`config.mk`:
```
export PLATFORM = sky130hd
export DESIGN_NAME = green_classify_ctrl_flat
export DESIGN_NICKNAME = d
export VERILOG_FILES = /design/src/rtl/green_classify_ctrl_pkg.sv /design/src/rtl/green_classify_ctrl_if.sv /design/src/rtl/green_classify_ctrl_green_pixel_test.sv /design/src/rtl/green_classify_ctrl.sv /design/src/flat_wrapper.sv
export SDC_FILE = /design/constraint.sdc
export NUM_CORES = 1
export LEC_CHECK = 0
export ABC_AREA = 1
export CORE_MARGIN = 2
export CORE_UTILIZATION = 49
export DETAILED_ROUTE_END_ITERATION = 12
export PLACE_DENSITY = 0.78
export SYNTH_ARGS = -nofsm -noshare
export SYNTH_HDL_FRONTEND = slang
export SYNTH_SLANG_ARGS = --single-unit
```
`constraint.sdc`:
```
create_clock -name clk -period 2 [get_ports clk]
set_clock_uncertainty 0.05 [all_clocks]
set_input_delay 0.6 -clock clk [delete_from_list [all_inputs] [get_ports clk]]
set_output_delay 0.6 -clock clk [all_outputs]
set_load 0.005 [all_outputs]
```
`src/rtl/green_classify_ctrl_pkg.sv`:
```
// Shared types and constants for the green-hand classification controller.
// Holds frame-size defaults, green thresholds, result-class and FSM state enums.
package green_classify_ctrl_pkg;

    localparam int DEFAULT_LENGTH = 32;
    localparam int DEFAULT_WIDTH  = 32;
    localparam int DEFAULT_LEFT   = 8;

    // Inclusive green window per channel, in image channel order 0, 1, 2.
    localparam logic [7:0] LOWER_GREEN_ONE   = 8'h10;
    localparam logic [7:0] UPPER_GREEN_ONE   = 8'h60;
    localparam logic [7:0] LOWER_GREEN_TWO   = 8'h80;
    localparam logic [7:0] UPPER_GREEN_TWO   = 8'hF0;
    localparam logic [7:0] LOWER_GREEN_THREE = 8'h10;
    localparam logic [7:0] UPPER_GREEN_THREE = 8'h60;

    typedef logic [2:0][7:0] pixel_t;

    typedef enum logic [1:0] {
        CLS_ROCK     = 2'd0,
        CLS_PAPER    = 2'd1,
        CLS_SCISSORS = 2'd2,
        CLS_NONE     = 2'd3
    } cls_e;

    typedef enum logic [1:0] {
        ST_IDLE   = 2'd0,
        ST_FETCH  = 2'd1,
        ST_DECIDE = 2'd2,
        ST_DONE   = 2'd3
    } state_e;

    function automatic logic in_range(
        input logic [7:0] v,
        input logic [7:0] lo,
        input logic [7:0] hi
    );
        return (v >= lo) && (v <= hi);
    endfunction

endpackage

```
`src/rtl/green_classify_ctrl_if.sv`:
```
// Pixel-fetch and result handshake bundle for green_classify_ctrl.
// master: controller side (requests pixels, offers result); slave: frame buffer/consumer.
interface green_classify_ctrl_if
    import green_classify_ctrl_pkg::*;
#(
    parameter int LENGTH = DEFAULT_LENGTH,
    parameter int WIDTH  = DEFAULT_WIDTH
);
    localparam int RW = (LENGTH > 1) ? $clog2(LENGTH) : 1;
    localparam int CW = (WIDTH > 1) ? $clog2(WIDTH) : 1;

    logic          pix_req;
    logic [RW-1:0] pix_row;
    logic [CW-1:0] pix_col;
    logic          pix_valid;
    pixel_t        pix_ch;

    logic          result_valid;
    logic          result_ready;
    logic [1:0]    result_class;
    logic [31:0]   sum;
    logic [31:0]   sum_left;
    logic [CW-1:0] leftmost_col;
    logic          leftmost_found;

    modport master (
        output pix_req, pix_row, pix_col,
        input  pix_valid, pix_ch,
        output result_valid, result_class, sum, sum_left,
        output leftmost_col, leftmost_found,
        input  result_ready
    );

    modport slave (
        input  pix_req, pix_row, pix_col,
        output pix_valid, pix_ch,
        input  result_valid, result_class, sum, sum_left,
        input  leftmost_col, leftmost_found,
        output result_ready
    );

endinterface

```
`src/rtl/green_classify_ctrl_green_pixel_test.sv`:
```
// Combinational green test: pixel is green when all three channels are in window.
// Ports: ch (3x8 channels 0..2) in, green out.
module green_pixel_test
    import green_classify_ctrl_pkg::*;
(
    input  pixel_t ch,
    output logic   green
);

    assign green = in_range(ch[0], LOWER_GREEN_ONE, UPPER_GREEN_ONE)
                && in_range(ch[1], LOWER_GREEN_TWO, UPPER_GREEN_TWO)
                && in_range(ch[2], LOWER_GREEN_THREE, UPPER_GREEN_THREE);

endmodule

```
`src/rtl/green_classify_ctrl.sv`:
```
// Raster-scan green-hand classifier: fetches one pixel per accept, counts green,
// then decides rock/paper/scissors/none. Ports: clk, rst, start, busy, bus (master).
module green_classify_ctrl
    import green_classify_ctrl_pkg::*;
#(
    parameter int LENGTH       = DEFAULT_LENGTH,
    parameter int WIDTH        = DEFAULT_WIDTH,
    parameter int LEFT         = DEFAULT_LEFT,
    parameter int MIN_PIXELS   = 16,
    parameter int SCISSORS_MIN = 96,
    parameter int PAPER_MIN    = 256
) (
    input  logic clk,
    input  logic rst,
    input  logic start,
    output logic busy,
    green_classify_ctrl_if.master bus
);

    localparam int RW = (LENGTH > 1) ? $clog2(LENGTH) : 1;
    localparam int CW = (WIDTH > 1) ? $clog2(WIDTH) : 1;

    localparam logic [RW-1:0] ROW_LAST = RW'(LENGTH - 1);
    localparam logic [CW-1:0] COL_LAST = CW'(WIDTH - 1);
    localparam logic [31:0]   LEFT_U   = 32'(LEFT);
    localparam logic [31:0]   MIN_U    = 32'(MIN_PIXELS);
    localparam logic [31:0]   SCIS_U   = 32'(SCISSORS_MIN);
    localparam logic [31:0]   PAPER_U  = 32'(PAPER_MIN);

    state_e        state_q;
    state_e        state_d;
    logic [RW-1:0] row_q;
    logic [CW-1:0] col_q;
    logic [31:0]   sum_q;
    logic [31:0]   sum_left_q;
    logic [CW-1:0] lm_col_q;
    logic          lm_found_q;
    cls_e          cls_q;
    cls_e          cls_d;

    logic green;
    logic accept;
    logic last;
    logic in_left;
    logic new_left;

    green_pixel_test u_test (
        .ch    (bus.pix_ch),
        .green (green)
    );

    assign accept   = (state_q == ST_FETCH) && bus.pix_valid;
    assign last     = (row_q == ROW_LAST) && (col_q == COL_LAST);
    // Widen the column so LEFT == WIDTH still compares correctly.
    assign in_left  = 32'(col_q) < LEFT_U;
    assign new_left = !lm_found_q || (col_q < lm_col_q);

    // 2*sum_left at 33 bits so the doubling cannot wrap.
    always_comb begin
        cls_d = CLS_ROCK;
        if (sum_q < MIN_U) begin
            cls_d = CLS_NONE;
        end else if (sum_q >= PAPER_U) begin
            cls_d = CLS_PAPER;
        end else if ((sum_q >= SCIS_U) &&
                     ({sum_left_q, 1'b0} < {1'b0, sum_q})) begin
            cls_d = CLS_SCISSORS;
        end
    end

    always_comb begin
        state_d = state_q;
        unique case (state_q)
            ST_IDLE:   if (start) state_d = ST_FETCH;
            ST_FETCH:  if (accept && last) state_d = ST_DECIDE;
            ST_DECIDE: state_d = ST_DONE;
            ST_DONE:   if (bus.result_ready) state_d = ST_IDLE;
            default:   state_d = ST_IDLE;
        endcase
    end

    always_ff @(posedge clk) begin
        if (rst) begin
            state_q    <= ST_IDLE;
            row_q      <= '0;
            col_q      <= '0;
            sum_q      <= '0;
            sum_left_q <= '0;
            lm_col_q   <= '0;
            lm_found_q <= 1'b0;
            cls_q      <= CLS_ROCK;
        end else begin
            state_q <= state_d;
            if ((state_q == ST_IDLE) && start) begin
                row_q      <= '0;
                col_q      <= '0;
                sum_q      <= '0;
                sum_left_q <= '0;
                lm_col_q   <= '0;
                lm_found_q <= 1'b0;
            end
            if (accept) begin
                if (col_q == COL_LAST) begin
                    col_q <= '0;
                    row_q <= last ? '0 : row_q + RW'(1);
                end else begin
                    col_q <= col_q + CW'(1);
                end
                if (green) begin
                    sum_q <= sum_q + 32'd1;
                    if (in_left) sum_left_q <= sum_left_q + 32'd1;
                    if (new_left) begin
                        lm_col_q   <= col_q;
                        lm_found_q <= 1'b1;
                    end
                end
            end
            if (state_q == ST_DECIDE) cls_q <= cls_d;
        end
    end

    assign busy               = (state_q != ST_IDLE);
    assign bus.pix_req        = (state_q == ST_FETCH);
    assign bus.pix_row        = row_q;
    assign bus.pix_col        = col_q;
    assign bus.result_valid   = (state_q == ST_DONE);
    assign bus.result_class   = cls_q;
    assign bus.sum            = sum_q;
    assign bus.sum_left       = sum_left_q;
    assign bus.leftmost_col   = lm_col_q;
    assign bus.leftmost_found = lm_found_q;

endmodule

```
`src/flat_wrapper.sv`:
```
// flat-port wrapper written by rule: the top's interface ports become plain ports
module green_classify_ctrl_flat import green_classify_ctrl_pkg::*;
#(
    parameter int LENGTH       = DEFAULT_LENGTH,
    parameter int WIDTH        = DEFAULT_WIDTH,
    parameter int LEFT         = DEFAULT_LEFT,
    parameter int MIN_PIXELS   = 16,
    parameter int SCISSORS_MIN = 96,
    parameter int PAPER_MIN    = 256
)
  (clk, rst, start, busy, bus_pix_req, bus_pix_row, bus_pix_col, bus_pix_valid, bus_pix_ch, bus_result_valid, bus_result_class, bus_sum, bus_sum_left, bus_leftmost_col, bus_leftmost_found, bus_result_ready);
  green_classify_ctrl_if #(.LENGTH(LENGTH), .WIDTH(WIDTH)) bus_i ();
  input  logic clk;
  input  logic rst;
  input  logic start;
  output logic busy;
  output wire logic [$bits(bus_i.pix_req)-1:0] bus_pix_req;
  output wire logic [$bits(bus_i.pix_row)-1:0] bus_pix_row;
  output wire logic [$bits(bus_i.pix_col)-1:0] bus_pix_col;
  input wire logic [$bits(bus_i.pix_valid)-1:0] bus_pix_valid;
  input wire logic [$bits(bus_i.pix_ch)-1:0] bus_pix_ch;
  output wire logic [$bits(bus_i.result_valid)-1:0] bus_result_valid;
  output wire logic [$bits(bus_i.result_class)-1:0] bus_result_class;
  output wire logic [$bits(bus_i.sum)-1:0] bus_sum;
  output wire logic [$bits(bus_i.sum_left)-1:0] bus_sum_left;
  output wire logic [$bits(bus_i.leftmost_col)-1:0] bus_leftmost_col;
  output wire logic [$bits(bus_i.leftmost_found)-1:0] bus_leftmost_found;
  input wire logic [$bits(bus_i.result_ready)-1:0] bus_result_ready;
  assign bus_pix_req = bus_i.pix_req;
  assign bus_pix_row = bus_i.pix_row;
  assign bus_pix_col = bus_i.pix_col;
  assign bus_i.pix_valid = bus_pix_valid;
  assign bus_i.pix_ch = bus_pix_ch;
  assign bus_result_valid = bus_i.result_valid;
  assign bus_result_class = bus_i.result_class;
  assign bus_sum = bus_i.sum;
  assign bus_sum_left = bus_i.sum_left;
  assign bus_leftmost_col = bus_i.leftmost_col;
  assign bus_leftmost_found = bus_i.leftmost_found;
  assign bus_i.result_ready = bus_result_ready;
  green_classify_ctrl #(.LENGTH(LENGTH), .WIDTH(WIDTH), .LEFT(LEFT), .MIN_PIXELS(MIN_PIXELS), .SCISSORS_MIN(SCISSORS_MIN), .PAPER_MIN(PAPER_MIN)) u_core (.clk(clk), .rst(rst), .start(start), .busy(busy), .bus(bus_i));
endmodule
```
==> impl_metrics.tcl, run 1 <==
set metrics [dict create \
    r2r_end "u_core.bus.sum_left[30]" \
    htreeDepth 3 \
    holdBufCountCts 0 \
    fin_crit_sh_pct 99.0 \
    crit_path_end "bus_pix_col[0]" \
    die_h_um 118 \
    ys_warn_count 0 \
    cts.path.max_buffers 2 \
    dieArea_um2 13900 \
    power_uw 4250 \
    status "finished, final reports clean" \
    async_reset_ff_share_pct 0 \
    drtPass1Iterations 5 \
    p_leak_uw 0.00354 \
    insertion_delay_ns 0.35 \
    vias 7521 \
    overflow 0 \
    coreArea_um2 12600 \
    grt_usage_pct 29.8 \
    synth_seq_area_share_pct 26.5 \
    ys_types 43 \
    worst_slew_pin_slew_ns 0.379 \
    drt_iter0_markers 658 \
    max-cap-violations 0 \
    fin_crit_ns 1.98 \
    worstHoldStart "u_core.bus.pix_col[0]" \
    synthesis.area_um2 6350 \
    initial_core_util_pct 50.3 \
    finalWirelength_mm 21.1 \
    clockRootBuffer "clkbuf_16" \
    drive_gt1_share_pct 14.0 \
    cp.arrival_ns 1.33 \
    ff2ff_path_depth 11 \
    peakVddDrop_uv 400 \
    layout_commonest_cell "nand2_1" \
    cts_sinks 84 \
    endpoint_kind "primary output" \
    path_class "register to primary output" \
    die_w_um 118 \
    slew_headroom_pct 74.5 \
    hpwl_mm 15.3 \
    routabilityCongestion 0.971 \
    drcViolationCount 0 \
    final_nets 1279 \
    area_growth_syn_to_layout_pct 36.8 \
    cts_made_buffers 9 \
    slew_violations 0 \
    rsz0062_at_grt "yes" \
    portBuffers 113 \
    required_ns 1.35 \
    grt_pass1_wl_mm 33.9 \
    routedWlPerCell_um 15.4 \
    ys.flop_type "dfxtp_1" \
    whs_path_depth 1 \
    wl_met2_mm 9.86 \
    cellPowerDensity_nw_per_um2 490 \
    ys_seq_elements 84 \
    diodes 0 \
    grt_max_degree 44 \
    grt_pass1_vias 6915 \
    place_area_um2 8080 \
    start_kind "register" \
    wl_met1_mm 8.86 \
    avgSynthCellArea_um2 6.12 \
    regToRegSetupSlack_ns 0.16 \
    clk_pin_slew_worst_paths_ns 0.06 \
    r2r-start "u_core.bus.sum_left[0]" \
    utilization_pct 68.8 \
    fin_area_um2 8680 \
    synth-edff-count 0 \
    vias_per_cell 5.47 \
    rows 41 \
    cts_tree "yes" \
    min_path_type "register to register" \
    ios 114 \
    cp_max_fo 4 \
    wl_met3_mm 1.83 \
    top_layer_used "met4" \
    ant_nets 0 \
    syn_inst 1037 \
    final_cell_mix "nand2_1, nor2_1, inv_1" \
    cp-startpoint "u_core.bus.pix_col[0]" \
    antenna_found_initial 0 \
    synth_nets 1113 \
    setup_violations 0 \
    hold_viol_final 0 \
    fmax_mhz 505 \
]
[area by class of cell]
type	instances	area [µm²]
Timing Repair Buffer	183	1850
Fill cell	1103	3940
Sequential cell	84	1740
Tap cell	172	215
Multi-Input combinational cell	809	4200
Clock buffer	12	246
Inverter	116	440
[critical path: stages, from the launching register on]
cell	delay, ns
dfxtp_2	0.35
buf_4	0.14
clkdlybuf4s50_1	0.50
[registers in the layout (all words and copies together), names as in the netlist]
signal and flops:
u_core.bus.pix_col 5, u_core.state_q 2, u_core.bus.pix_row 5, u_core.bus.sum 32
u_core.bus.leftmost_col 5, u_core.bus.result_class 2, u_core.bus.sum_left 32, u_core.bus.leftmost_found 1
[stage by stage]
stage / setup TNS [ns] / instances / hold WS (ns) / setup WS (ns)
6_report: 0 / 1376 / 0.404 / 0.0207
4_1_cts: -0.00489 / 1372 / 0.407 / -0.00489
3_5_place_dp: -22.79 / 1349 / 0.429 / -0.437
5_1_grt: -0.0581 / 1376 / 0.425 / -0.0327
3_3_place_gp: -19.90 / 1349 / 0.416 / -0.379
2_1_floorplan: 0 / 1037 / 0.422 / 0.0807
[per-layer routing]
metal  global-route usage (%)  up-vias
li1                         -     3711
met2                     49.8      382
met5                        0        -
met4                     11.6        0
met1                     37.8     3377
met3                     5.62       51
[power by group]
group | internal [µW] | total [µW] | leakage, µW | switching [µW]
combinational | 425 | 977 | 0.00272 | 552
sequential | 1720 | 1770 | 0.000698 | 49.2
clock | 849 | 1500 | 0.000120 | 655
total | 3000 | 4250 | 0.00354 | 1260
[worst min path at each step]
stage | end
after floorplan | u_core.bus.pix_row[4]
after global placement | u_core.bus.pix_col[0]
after detailed placement | u_core.bus.pix_row[3]
after CTS | u_core.bus.pix_col[0]
after global routing | u_core.bus.pix_col[0]
final | u_core.bus.pix_col[0]
[synthesized netlist by cell type, types with 2 or more instances]
master,number,share of area (%)
nor4_1,6,0.59
nor2_4,3,0.53
clkbuf_1,18,1.1
nor2_1,165,9.8
nor3_2,3,0.47
ha_1,47,9.3
a31oi_1,4,0.39
nand2_1,287,17
buf_6,3,0.53
xor2_1,15,2.1
buf_4,4,0.47
and3_1,2,0.20
nor2_2,4,0.39
o21a_1,4,0.47
buf_2,2,0.16
nand3_1,50,3.9
o21ai_0,59,4.7
nor3_1,30,2.4
nand3_2,2,0.32
a211oi_1,6,0.71
nand4_1,23,2.3
nand3b_1,2,0.24
dfxtp_1,84,26
xnor2_1,2,0.28
a21oi_1,78,6.1
o211ai_1,3,0.35
inv_2,4,0.24
inv_1,111,6.6
o21ai_1,2,0.16
[cell families after synthesis]
group           count (synthesis)  synth area share [%]
compound gates                162                  13.7
simple gates                  583                  39.0
flops                          84                  26.5
buf+inv                       144                  9.14
fa+ha+maj                      47                  9.26
xor+xnor                       17                  2.35
[repair_timing]
item / in CTS / in global routing
cloned: 2 / 1
resized for setup: 54 / 62
pin swaps: 9 / 21
endpoints found under the setup margin: 44 / 89
buffers inserted: 9 / 3
Note: power is estimated with default switching activity, not from simulation.
==> inputs of run 2 (changes only) <==
GPL_ROUTABILITY_DRIVEN = 0   (was default)
==> run 2 against run 1 <==
Sequential cell count did not move. Largest cell class unchanged. Sequential power barely moved. Via count fell by 1.0%. Count of clock-buffer cells in the layout fell by 3. Design area fell by 0.50%. Sequential share of layout area rose by 0.13 points.
==> impl_metrics.tcl, run 2 (synthesis results as in run 1) <==
set metrics [dict create \
    grt_pass1_vias 6983 \
    drtPass1Iterations 5 \
    clockRootBuffer "clkbuf_16" \
    initial_core_util_pct 50.3 \
    cellPowerDensity_nw_per_um2 514 \
    peakVddDrop_uv 541 \
    whs_path_depth 1 \
    antenna_found_initial 0 \
    routedWlPerCell_um 14.8 \
    holdBufCountCts 0 \
    cp.arrival_ns 1.33 \
    worst_slack_ns 0.0160 \
    fin_crit_sh_pct 99.2 \
    cp_cell_sequence "clkdlybuf4s50_1" \
    r2r-start "u_core.bus.sum_left[0]" \
    ios 114 \
    r2r_end "u_core.bus.sum_left[27]" \
    min_to "u_core.bus.pix_col[0]" \
    required_ns 1.35 \
    p_sw_uw 1330 \
    drcViolationCount 0 \
    seq_power_share_pct 39.9 \
    htreeDepth 3 \
    insertion_delay_ns 0.35 \
    cts.path.max_buffers 2 \
    max-cap-violations 0 \
    die_w_um 118 \
    fin_crit_ns 1.98 \
    cts_made_buffers 9 \
    ant_nets 0 \
    grt_pass1_wl_mm 34.1 \
    ff2ff_path_depth 11 \
    crit_buf_inv 1 \
    diodes 0 \
    endpoint_kind "primary output" \
    slew_headroom_pct 71.1 \
    die_h_um 118 \
    portBuffers 113 \
    status "finished, final reports clean" \
    crit_family "buffers and inverters" \
    drt_iter0_markers 654 \
    fill_cells 1120 \
    slew_violations 0 \
    dieArea_um2 13900 \
    worst_slew_pin_slew_ns 0.430 \
    vias_per_cell 5.39 \
    clk_pin_slew_worst_paths_ns 0.07 \
    grt_max_degree 29 \
    cts_sinks 84 \
    rows 41 \
    hpwl_mm 15.5 \
    coreArea_um2 12600 \
    cp_max_fo 4 \
    area_growth_syn_to_layout_pct 36.1 \
    final_nets 1281 \
    combPwrFrac_pct 22.1 \
    intPower_uw 3120 \
    cp_slowest_cell "clkdlybuf4s50_1" \
    utilization_pct 68.5 \
    finalWirelength_mm 20.5 \
    regToRegSetupSlack_ns 0.10 \
    overflow 0 \
    vias 7444 \
    p_leak_uw 0.00347 \
    layout_commonest_cell "nand2_1" \
    worstHoldStart "u_core.bus.pix_col[0]" \
    grt_usage_pct 29.9 \
    setup_violations 0 \
    dp_slack_ns -0.407 \
    swShare_pct 29.9 \
    pwr-share-clk_pct 38.0 \
    start_kind "register" \
    max_stage_delay_ns 0.54 \
    fin_area_um2 8640 \
    fmax_mhz 504 \
    path_class "register to primary output" \
    final_cell_mix "nand2_1, nor2_1, inv_1" \
    place_area_um2 8130 \
    drive_gt1_share_pct 14.7 \
    hold_viol_final 0 \
    cts_tree "yes" \
    min_path_type "register to register" \
]
-- run 2: repair_timing --
action / CTS / global route
pin swaps: 19 / 21
endpoints found under the setup margin: 74 / 62
gates resized for setup: 68 / 54
gates cloned: 2 / 0
buffers inserted: 4 / 2
-- run 2: layout make-up --
class | instances | area [µm²] | area share [%]
Multi-Input combinational cell | 810 | 4200 | 48.6
Timing Repair Buffer | 184 | 1760 | 20.3
Sequential cell | 84 | 1740 | 20.1
Inverter | 116 | 438 | 5.07
Clock buffer | 9 | 225 | 2.61
Tap cell | 172 | 215 | 2.49
Clock inverter | 7 | 67.6 | 0.782
-- run 2: how the worst max path moves through the flow --
stage | startpoint | endpoint | slack [ns] | cells past startpoint
2_1_floorplan | bus_pix_ch[10] | u_core.bus.sum[11] | 0.08 | 10
3_3_place_gp | bus_pix_ch[10] | u_core.bus.sum_left[12] | -0.38 | 12
3_5_place_dp | bus_pix_ch[15] | u_core.bus.sum_left[12] | -0.41 | 10
4_1_cts | u_core.state_q[1] | busy | -0.02 | 5
5_1_grt | u_core.bus.sum_left[0] | u_core.bus.sum_left[21] | -0.02 | 9
6_report | u_core.bus.sum_left[13] | bus_sum_left[13] | 0.02 | 1
-- run 2: per-stage QoR --
step,cells,hold slack [ns],setup TNS (ns),total power (µW)
after CTS,1381,0.400,-0.0227,4450
after global routing,1382,0.430,-0.0471,4620
final,1382,0.397,0,4440
after detailed placement,1359,0.428,-21.47,2760
after global placement,1359,0.414,-19.55,2750
after floorplan,1037,0.422,0,2220
-- run 2: routing by layer --
layer / up-vias / track usage [%] / wire length (µm)
met5: - / 0 / 0
met4: 0 / 12.1 / 624
met3: 60 / 6.64 / 1800
met2: 337 / 49.6 / 9550
met1: 3328 / 37.5 / 8520
li1: 3719 / - / -
-- run 2: power by group through the flow --
stage                     Combinational (µW)  Clock, µW  Sequential [µW]
final                                    982       1690             1770
after global routing                    1080       1760             1780
after CTS                                965       1710             1770
after detailed placement                 959          0             1800
after global placement                   948          0             1800
after floorplan                          430          0             1790
